File: src/rtl/fetch_pkg.sv
// fetch_pkg: shared types and constants for the fetch/store unit.
package fetch_pkg;

   typedef enum logic [1:0] {
      S_IDLE = 2'd0,
      S_WAIT = 2'd1,
      S_DONE = 2'd2
   } state_e;

   localparam logic [3:0] REG_REGION = 4'hC;

   localparam logic ERR_NONE    = 1'b0;
   localparam logic ERR_TIMEOUT = 1'b1;

endpackage

File: src/rtl/fetch_regfile.sv
// fetch_regfile: per-thread register window storage.
// One synchronous write port, one registered read port (1-cycle latency).
module fetch_regfile #(
   parameter int DATA_W = 32,
   parameter int DEPTH  = 32,
   parameter int IW     = $clog2(DEPTH)
) (
   input  logic              clk,
   input  logic              we_i,
   input  logic [IW-1:0]     waddr_i,
   input  logic [DATA_W-1:0] wdata_i,
   input  logic              re_i,
   input  logic [IW-1:0]     raddr_i,
   output logic [DATA_W-1:0] rdata_o
);

   logic [DATA_W-1:0] mem_q [DEPTH];
   logic [DATA_W-1:0] rdata_q;

   always_ff @(posedge clk) begin
      if (we_i) mem_q[waddr_i] <= wdata_i;
      if (re_i) rdata_q <= mem_q[raddr_i];
   end

   assign rdata_o = rdata_q;

endmodule

File: src/rtl/fetch_unit.sv
// fetch_unit: serves requests from a per-thread register window or the W-bus.
// Define FETCH_TIMEOUT_EN to abort stalled bus transfers with err.
module fetch_unit
   import fetch_pkg::*;
#(
   parameter int DATA_W          = 32,
   parameter int ADDR_W          = 32,
   parameter int THREADS         = 4,
   parameter int REGS_PER_THREAD = 8,
   parameter int TIMEOUT         = 255
) (
   input  logic                       clk,
   input  logic                       rst,
   input  logic                       f_enable,
   input  logic                       write_mode,
   input  logic [ADDR_W-1:0]          addr,
   input  logic [DATA_W-1:0]          data_i,
   input  logic [$clog2(THREADS)-1:0] thread,
   output logic [DATA_W-1:0]          data_o,
   output logic                       ack,
   output logic                       err,
   input  logic                       W_ACK,
   input  logic [DATA_W-1:0]          W_DATA_I,
   output logic [DATA_W-1:0]          W_DATA_O,
   output logic [ADDR_W-1:0]          W_ADDR,
   output logic                       W_WRITE,
   output logic                       W_STB
);

   localparam int TW = $clog2(THREADS);
   localparam int RW = $clog2(REGS_PER_THREAD);
   localparam int IW = TW + RW;

   if (ADDR_W < 8 || THREADS < 2 || (THREADS & (THREADS - 1)) != 0 ||
       REGS_PER_THREAD < 2 ||
       (REGS_PER_THREAD & (REGS_PER_THREAD - 1)) != 0 ||
       TIMEOUT < 1 || TIMEOUT > 65535) begin : g_bad_param
      $error("fetch_unit: illegal parameter value");
   end

   state_e            state_q, state_d;
   logic              ack_q, ack_d;
   logic [ADDR_W-1:0] w_addr_q, w_addr_d;
   logic [DATA_W-1:0] w_wdata_q, w_wdata_d;
   logic              w_write_q, w_write_d;
   logic              w_stb_q, w_stb_d;
   logic [DATA_W-1:0] bus_data_q, bus_data_d;
   logic              src_rf_q, src_rf_d;
   logic              err_q, err_d;

   logic              req;
   logic              is_reg;
   logic [IW-1:0]     rf_idx;
   logic              rf_we;
   logic              rf_re;
   logic [DATA_W-1:0] rf_rdata;

`ifdef FETCH_TIMEOUT_EN
   localparam logic [15:0] TO_LAST = 16'(TIMEOUT - 1);
   logic [15:0] cnt_q, cnt_d;
`endif

   assign req    = (state_q == S_IDLE) && f_enable;
   assign is_reg = (addr[ADDR_W-1 -: 4] == REG_REGION);
   assign rf_idx = {thread, addr[RW-1:0]};
   assign rf_we  = req && is_reg && write_mode;
   assign rf_re  = req && is_reg && !write_mode;

   fetch_regfile #(
      .DATA_W (DATA_W),
      .DEPTH  (THREADS * REGS_PER_THREAD),
      .IW     (IW)
   ) u_regfile (
      .clk     (clk),
      .we_i    (rf_we),
      .waddr_i (rf_idx),
      .wdata_i (data_i),
      .re_i    (rf_re),
      .raddr_i (rf_idx),
      .rdata_o (rf_rdata)
   );

   always_comb begin
      state_d    = state_q;
      ack_d      = ack_q;
      err_d      = err_q;
      w_addr_d   = w_addr_q;
      w_wdata_d  = w_wdata_q;
      w_write_d  = w_write_q;
      w_stb_d    = w_stb_q;
      bus_data_d = bus_data_q;
      src_rf_d   = src_rf_q;
`ifdef FETCH_TIMEOUT_EN
      cnt_d      = cnt_q;
`endif
      unique case (state_q)
         S_IDLE: begin
            if (f_enable) begin
               unique case (1'b1)
                  is_reg: begin
                     if (!write_mode) src_rf_d = 1'b1;
                     ack_d   = 1'b1;
                     state_d = S_DONE;
                  end
                  !is_reg: begin
                     w_addr_d  = addr;
                     w_wdata_d = data_i;
                     w_write_d = write_mode;
                     w_stb_d   = 1'b1;
`ifdef FETCH_TIMEOUT_EN
                     cnt_d     = '0;
`endif
                     state_d   = S_WAIT;
                  end
                  default: ;
               endcase
            end
         end
         S_WAIT: begin
            // acknowledge takes priority over a same-cycle expiry
            if (W_ACK) begin
               if (!w_write_q) begin
                  bus_data_d = W_DATA_I;
                  src_rf_d   = 1'b0;
               end
               w_stb_d   = 1'b0;
               w_write_d = 1'b0;
               ack_d     = 1'b1;
               state_d   = S_DONE;
            end
`ifdef FETCH_TIMEOUT_EN
            else if (cnt_q == TO_LAST) begin
               if (!w_write_q) begin
                  bus_data_d = '1;
                  src_rf_d   = 1'b0;
               end
               w_stb_d   = 1'b0;
               w_write_d = 1'b0;
               ack_d     = 1'b1;
               err_d     = ERR_TIMEOUT;
               state_d   = S_DONE;
            end else begin
               cnt_d = cnt_q + 16'd1;
            end
`endif
         end
         S_DONE: begin
            ack_d   = 1'b0;
            err_d   = ERR_NONE;
            state_d = S_IDLE;
         end
         default: state_d = S_IDLE;
      endcase
   end

   always_ff @(posedge clk) begin
      if (rst) begin
         state_q    <= S_IDLE;
         ack_q      <= 1'b0;
         err_q      <= ERR_NONE;
         w_addr_q   <= '0;
         w_wdata_q  <= '0;
         w_write_q  <= 1'b0;
         w_stb_q    <= 1'b0;
         bus_data_q <= '0;
         src_rf_q   <= 1'b0;
      end else begin
         state_q    <= state_d;
         ack_q      <= ack_d;
         err_q      <= err_d;
         w_addr_q   <= w_addr_d;
         w_wdata_q  <= w_wdata_d;
         w_write_q  <= w_write_d;
         w_stb_q    <= w_stb_d;
         bus_data_q <= bus_data_d;
         src_rf_q   <= src_rf_d;
      end
   end

`ifdef FETCH_TIMEOUT_EN
   always_ff @(posedge clk) begin
      if (rst) cnt_q <= '0;
      else     cnt_q <= cnt_d;
   end
   assign err = err_q;
`else
   assign err = ERR_NONE;
`endif

   // register loads are read straight from the window's registered port
   assign data_o   = src_rf_q ? rf_rdata : bus_data_q;
   assign ack      = ack_q;
   assign W_ADDR   = w_addr_q;
   assign W_DATA_O = w_wdata_q;
   assign W_WRITE  = w_write_q;
   assign W_STB    = w_stb_q;

endmodule
File: config.mk
export PLATFORM = sky130hd
export DESIGN_NAME = fetch_unit
export DESIGN_NICKNAME = d
export VERILOG_FILES = /design/src/rtl/fetch_pkg.sv /design/src/rtl/fetch_regfile.sv /design/src/rtl/fetch_unit.sv
export SDC_FILE = /design/constraint.sdc
export NUM_CORES = 1
export LEC_CHECK = 0
export BUFFER_PORTS_ARGS = -buffer_cell sky130_fd_sc_hd__buf_2
export CORE_AREA = 4 4 288 290
export CTS_BUF_LIST = sky130_fd_sc_hd__clkbuf_16
export CTS_CLUSTER_DIAMETER = 40
export DETAILED_ROUTE_END_ITERATION = 7
export DIE_AREA = 0 0 292 294
export PLACE_DENSITY = 0.68
export SKIP_LAST_GASP = 1
export SYNTH_ARGS = -nofsm -noshare
export SYNTH_HDL_FRONTEND = slang
export SYNTH_SLANG_ARGS = --single-unit
File: constraint.sdc
create_clock -name clk -period 9.7 [get_ports clk]
set_input_delay 0.97 -clock clk [delete_from_list [all_inputs] [get_ports clk]]
set_output_delay 0.97 -clock clk [all_outputs]
set_load 0.05 [all_outputs]
; ---- Yosys cells after proc, flatten, opt, wreduce, memory -nomap -nowiden
; Memory sizes are Yosys's and may differ from the RTL's. A register that Yosys moved wholly into a read port is not among the register bits.
; Cells that the tools add are included.
[op_classes]
add_sub_neg = 0
multipliers = 0
div_mod_pow = 0
magnitude_cmp = 0
eq_ne = 10
shifts = 0
mux = 24
n_bitwise = 2
reduce_logical = 15
[op_table]
columns = op, count
row1 = $mux 32, 1
row2 = $mux 1, 15
row3 = $ne 2x2->1 const B, 6
row4 = $reduce_and 3->1, 3
row5 = $pmux 2 s2, 2
row6 = $reduce_and 4->1, 2
row7 = $pmux 1 s2, 3
row8 = $reduce_and 6->1, 1
row9 = $eq 4x4->1 const B, 1
row10 = $logic_and 1x1->1, 4
row11 = $mux 2, 2
row12 = $ne 3x2->1 const B, 1
row13 = $pmux 1 s3, 1
row14 = $reduce_bool 3->1, 1
row15 = $eq 2x1->1 const B, 1
row16 = $eq 2x2->1 const B, 1
row17 = $logic_not 1->1, 2
row18 = $logic_not 2->1, 1
row19 = $not 1->1, 2
row20 = $reduce_bool 2->1, 1
[word_totals]
ff_bits = 102
latch_bits = 0
ramBits = 1024
mem_bits_ro = 0
input_bits = 103
out_inout_bits = 100
n_memories = 1
[mem_list]
columns = name, depth, word_bits, read_ports, rd_ports_with_merged_regs, wr, line
row1 = u_regfile.mem_q, 32, 32, 1, 1, 1, fetch_regfile.sv:17  ; logic [DATA_W-1:0] mem_q [DEPTH];

; ---- Logic depth before layout (Yosys ltp)
[depth]
ltp_word = 6
depth_mapped = 8
mapped_depth_nobuf = 4

; ---- By module
; A second synthesis with hierarchy kept.
[hier_totals]
hier_cells = 2765
area_unflattened_um2 = 45129.5
[by_module_without_submodules]
columns = mod, n_inst, cells_per_inst, area_per_inst_um2, seq_area_each_um2
row1 = fetch_regfile, 1, 2260, 40805.4, 31710.4
row2 = fetch_unit, 1, 505, 4324.1, 2042.0

; ---- Worst setup path after synthesis
; Ideal clock, no wire load.
[synth_path]
path_type = input -> register
start = input addr[1]
end = memory u_regfile.mem_q[27][0], enable pin
setup_ns = 0.461
arrival_ns = 4.193
t_required_ns = 9.239
slack_ns = 5.046
path_stages = 6
cell_sequence = buf_2 -> buf_2 -> buf_2 -> buf_2 -> nand3_1 -> nor3_1
[synth_lines]
columns = element, line
row1 = from (decl), fetch_unit.sv:16  ; input logic [ADDR_W-1:0] addr,
row2 = to (decl), fetch_regfile.sv:17
; No word-level cell before the write port.

==> results.md <==
- Run status: finished, final reports clean
- Crit Path Class: input port to register
- FF/Latch Area: 33750 um^2
- Req. time, crit path: 10.15 ns
- Hold_buf cts: 0
- Worst path top cell family by delay: buffers and inverters
- Max_cap viols: 0
- DRT iter0 DRCs: 3235
- Vias in the first global route: 24630
- Area of the multi-input gates: 9662 um^2
- Worst-Skew Late Latency: 0.72 ns
- Sequential element share of the synthesized area: 0.7671
- Io pins: 203
- Area grow syn2layout: 15.74%
- Share of cells above drive strength 1: 0.1905
- PwrDens: 221.1 nW/um^2
- Initial antenna violation count: 3
- Drt wl/cell: 29.84 um
- Postcts setup bufs: 0
- Overall Global Routing Usage: 0.2741
- HP Class: register to register
- Core ar.: 80290 um^2
- Number of nets in the layout: 2934
- Worst-path cell chain: buf_8 -> buf_12 -> buf_4 -> mux2i_1 -> o22ai_1 -> nor4_1 -> nand2_1
- Die W: 292 um
- Post-DP HPWL: 61.80 mm
- Buffers and inverters on the worst path: 3
- CTS tree: yes
- Slew headroom: 0.1826
- Die Y: 294 um
- Clock sinks: 1158
- PostCTS Resize Cnt: 0
- Crit. End Element: register
- Total number of vias: 25260
- Root buffer cell: clkbuf_16
- Num CTS Buffers: 137
- P_leak: 18.19 nW
- Clock Skew: 0.02163 ns
- Die area: 85850 um^2
- Crit path time final: 4.208 ns
- Starting density of the core: 0.5480
- Reg2reg setup slack: 6.10 ns
- RSZ-0062 raised after global routing: false
- Slowest cell delay on critical path: 1.04 ns
- Final Max Slew Viols: 0
- Commonest non-fill, non-tap cells in the layout: edfxtp_1 (1056), mux2i_1 (513), o22ai_1 (256), nand2_1 (228), buf_2 (199)
- Largest net degree at the start of global routing: 135
- First-pass GRT wire length: 170.2 mm
- Setup violations, final: 0
- Row count: 104
- Final Hold Viols: 0
- Commonest non-fill, non-tap cell in the layout: edfxtp_1
- Worst-Margin Slew: 1.226 ns
- Drt first pass iters: 6
- Setup total negative slack: 0 ns
- Post-route insts no fill: 4006
- Yosys reg bits: 1158
- Clk buf depth: 3
- Vias per cell: 6.306
- Synth Instances: 2598
- Post-Route WL: 119.5 mm
- GR Overflow Total: 0
- Final ANT Viol Nets: 0
- Highest Clock Rate: 237.7 MHz
- Gpl congestion: 0.8070
- CP max-delay cell: buf_4
- Finished Core Util: 0.6343
- Startpoint Class: input port
- Placed Instances: 3752
- Fillers: 5561
- Port Buf Inserts: 201
- Mapped Avg Cell Area: 16.94 um^2
- YS warnings: 0
- Dpl ws: 4.989 ns
- H-tree depth: 4
- Synthesized Nets: 2701
- Post-route DRC: 0
- Max VDD drop: 156.0 uV
- Period utilization: 0.4338
- Worst Path Arrival: 4.66 ns
- CP Max Fanout: 117
- Final setup margin: 5.492 ns
- Yosys cell types: 42
- Tot Pwr: 11.26 mW
- Mapped Area: 44000 um^2
- Worst-path clk slew: 0.05 ns
[cell usage after synthesis]
master        n  area [um^2]
or4b_4        1        13.76
dfxtp_1     102         2042
nand4bb_1     6        67.56
and2b_1       1        7.510
inv_1         2        7.510
clkbuf_2      4        20.02
mux2i_1     513         5135
and4bb_2      1        12.51
a22oi_1       1        7.510
o22ai_1     256         1602
nor2_2        6        37.54
buf_4         5        37.54
or4b_1        3        30.03
nor4_1       64        400.4
or3b_1        1        8.760
edfxtp_1   1056        31710
nand2b_1      1        6.260
and3_1        1        6.260
a21oi_1      99        495.5
o21a_1        1        7.510
a2111oi_0     1        8.760
or4_1         1        7.510
buf_6        12        135.1
nor3_2        1        10.01
buf_2       105        525.5
nand4b_1      4        35.03
or3b_2        2        17.52
and2_1        1        6.260
nor3_1        3        15.01
nand3b_1      5        37.54
nor2_1       28        105.1
nand4_1       1        6.260
or3_1         1        6.260
nor2b_1       2        12.51
clkbuf_1     39        146.4
nand3_1       3        15.01
conb_1        1        3.750
or2_2         2        12.51
o21ai_0       1        5.000
nand2_1     228        855.8
mux2_2       32        360.4
nor3b_4       1        18.77
[kinds of logic after synthesis]
group | after synthesis | synth area share
flops | 1158 | 0.7671
simple gates | 368 | 0.03981
other cells | 1 | 0.00008523
compound gates | 359 | 0.04831
mux | 545 | 0.1249
buf+inv | 167 | 0.01982
[metal layers]
| layer | share of wire | wire length (um) | track usage | vias up |
|---|---|---|---|---|
| li1 | - | - | - | 10730 |
| met1 | 0.40 | 47360 | 0.3848 | 12750 |
| met2 | 0.46 | 55530 | 0.4337 | 1541 |
| met3 | 0.11 | 13040 | 0.05713 | 239 |
| met4 | 0.030 | 3580 | 0.09253 | 2 |
| met5 | 0.00015 | 18 | 0 | - |
[state kept, by name (all words and copies together), names as in the netlist]
register and count:
u_regfile.mem_q 1024, W_STB 1, src_rf_q 1, ack 1, W_DATA_O 32, state_q 2
u_regfile.rdata_o 32, W_ADDR 32, W_WRITE 1, bus_data_q 32
[report_power, final]
part | internal [mW] | leakage, nW | total [mW] | switching, mW
Sequential | 5.47 | 10.3 | 5.49 | 0.0162
Clock | 3.14 | 2.33 | 5.22 | 2.08
Combinational | 0.158 | 5.53 | 0.553 | 0.394
Total | 8.77 | 18.2 | 11.3 | 2.49
[path summary, 6_finish.rpt]
check / from / to / depth (start not counted)
max: addr[1] / u_regfile.rdata_o[17]$_DFFE_PP_ / 7
min: W_STB$_SDFFE_PP0P_ / W_STB$_SDFFE_PP0P_ / 2
max reg2reg: state_q[0]$_SDFFE_PP0P_ / u_regfile.mem_q[18][14]$_DFFE_PP_ / 5
min reg2reg: W_STB$_SDFFE_PP0P_ / W_STB$_SDFFE_PP0P_ / 2
[worst min-delay path, delay by kind of cell (launching register included)]
kind	cells	cell delay [ns]
flops	1	0.30
simple gates	1	0.05
compound gates	1	0.05
[cell type report]
class,instances,area share
Tap cell,1060,0.02604
Multi-Input combinational cell,1273,0.1897
Clock buffer,139,0.06830
Sequential cell,1158,0.6628
Antenna cell,1,0.00004914
Timing Repair Buffer,259,0.02904
Clock inverter,114,0.02391
Inverter,2,0.0001474
[stage by stage]
step | cell area, um^2 | hold slack [ns]
after floorplan | 44000 | 0.4338
after global placement | 46230 | 0.4375
after detailed placement | 46230 | 0.4450
after CTS | 50920 | 0.4422
after global routing | 50920 | 0.4698
final | 50930 | 0.4513
No activity file was read; power rests on OpenSTA's default activity.
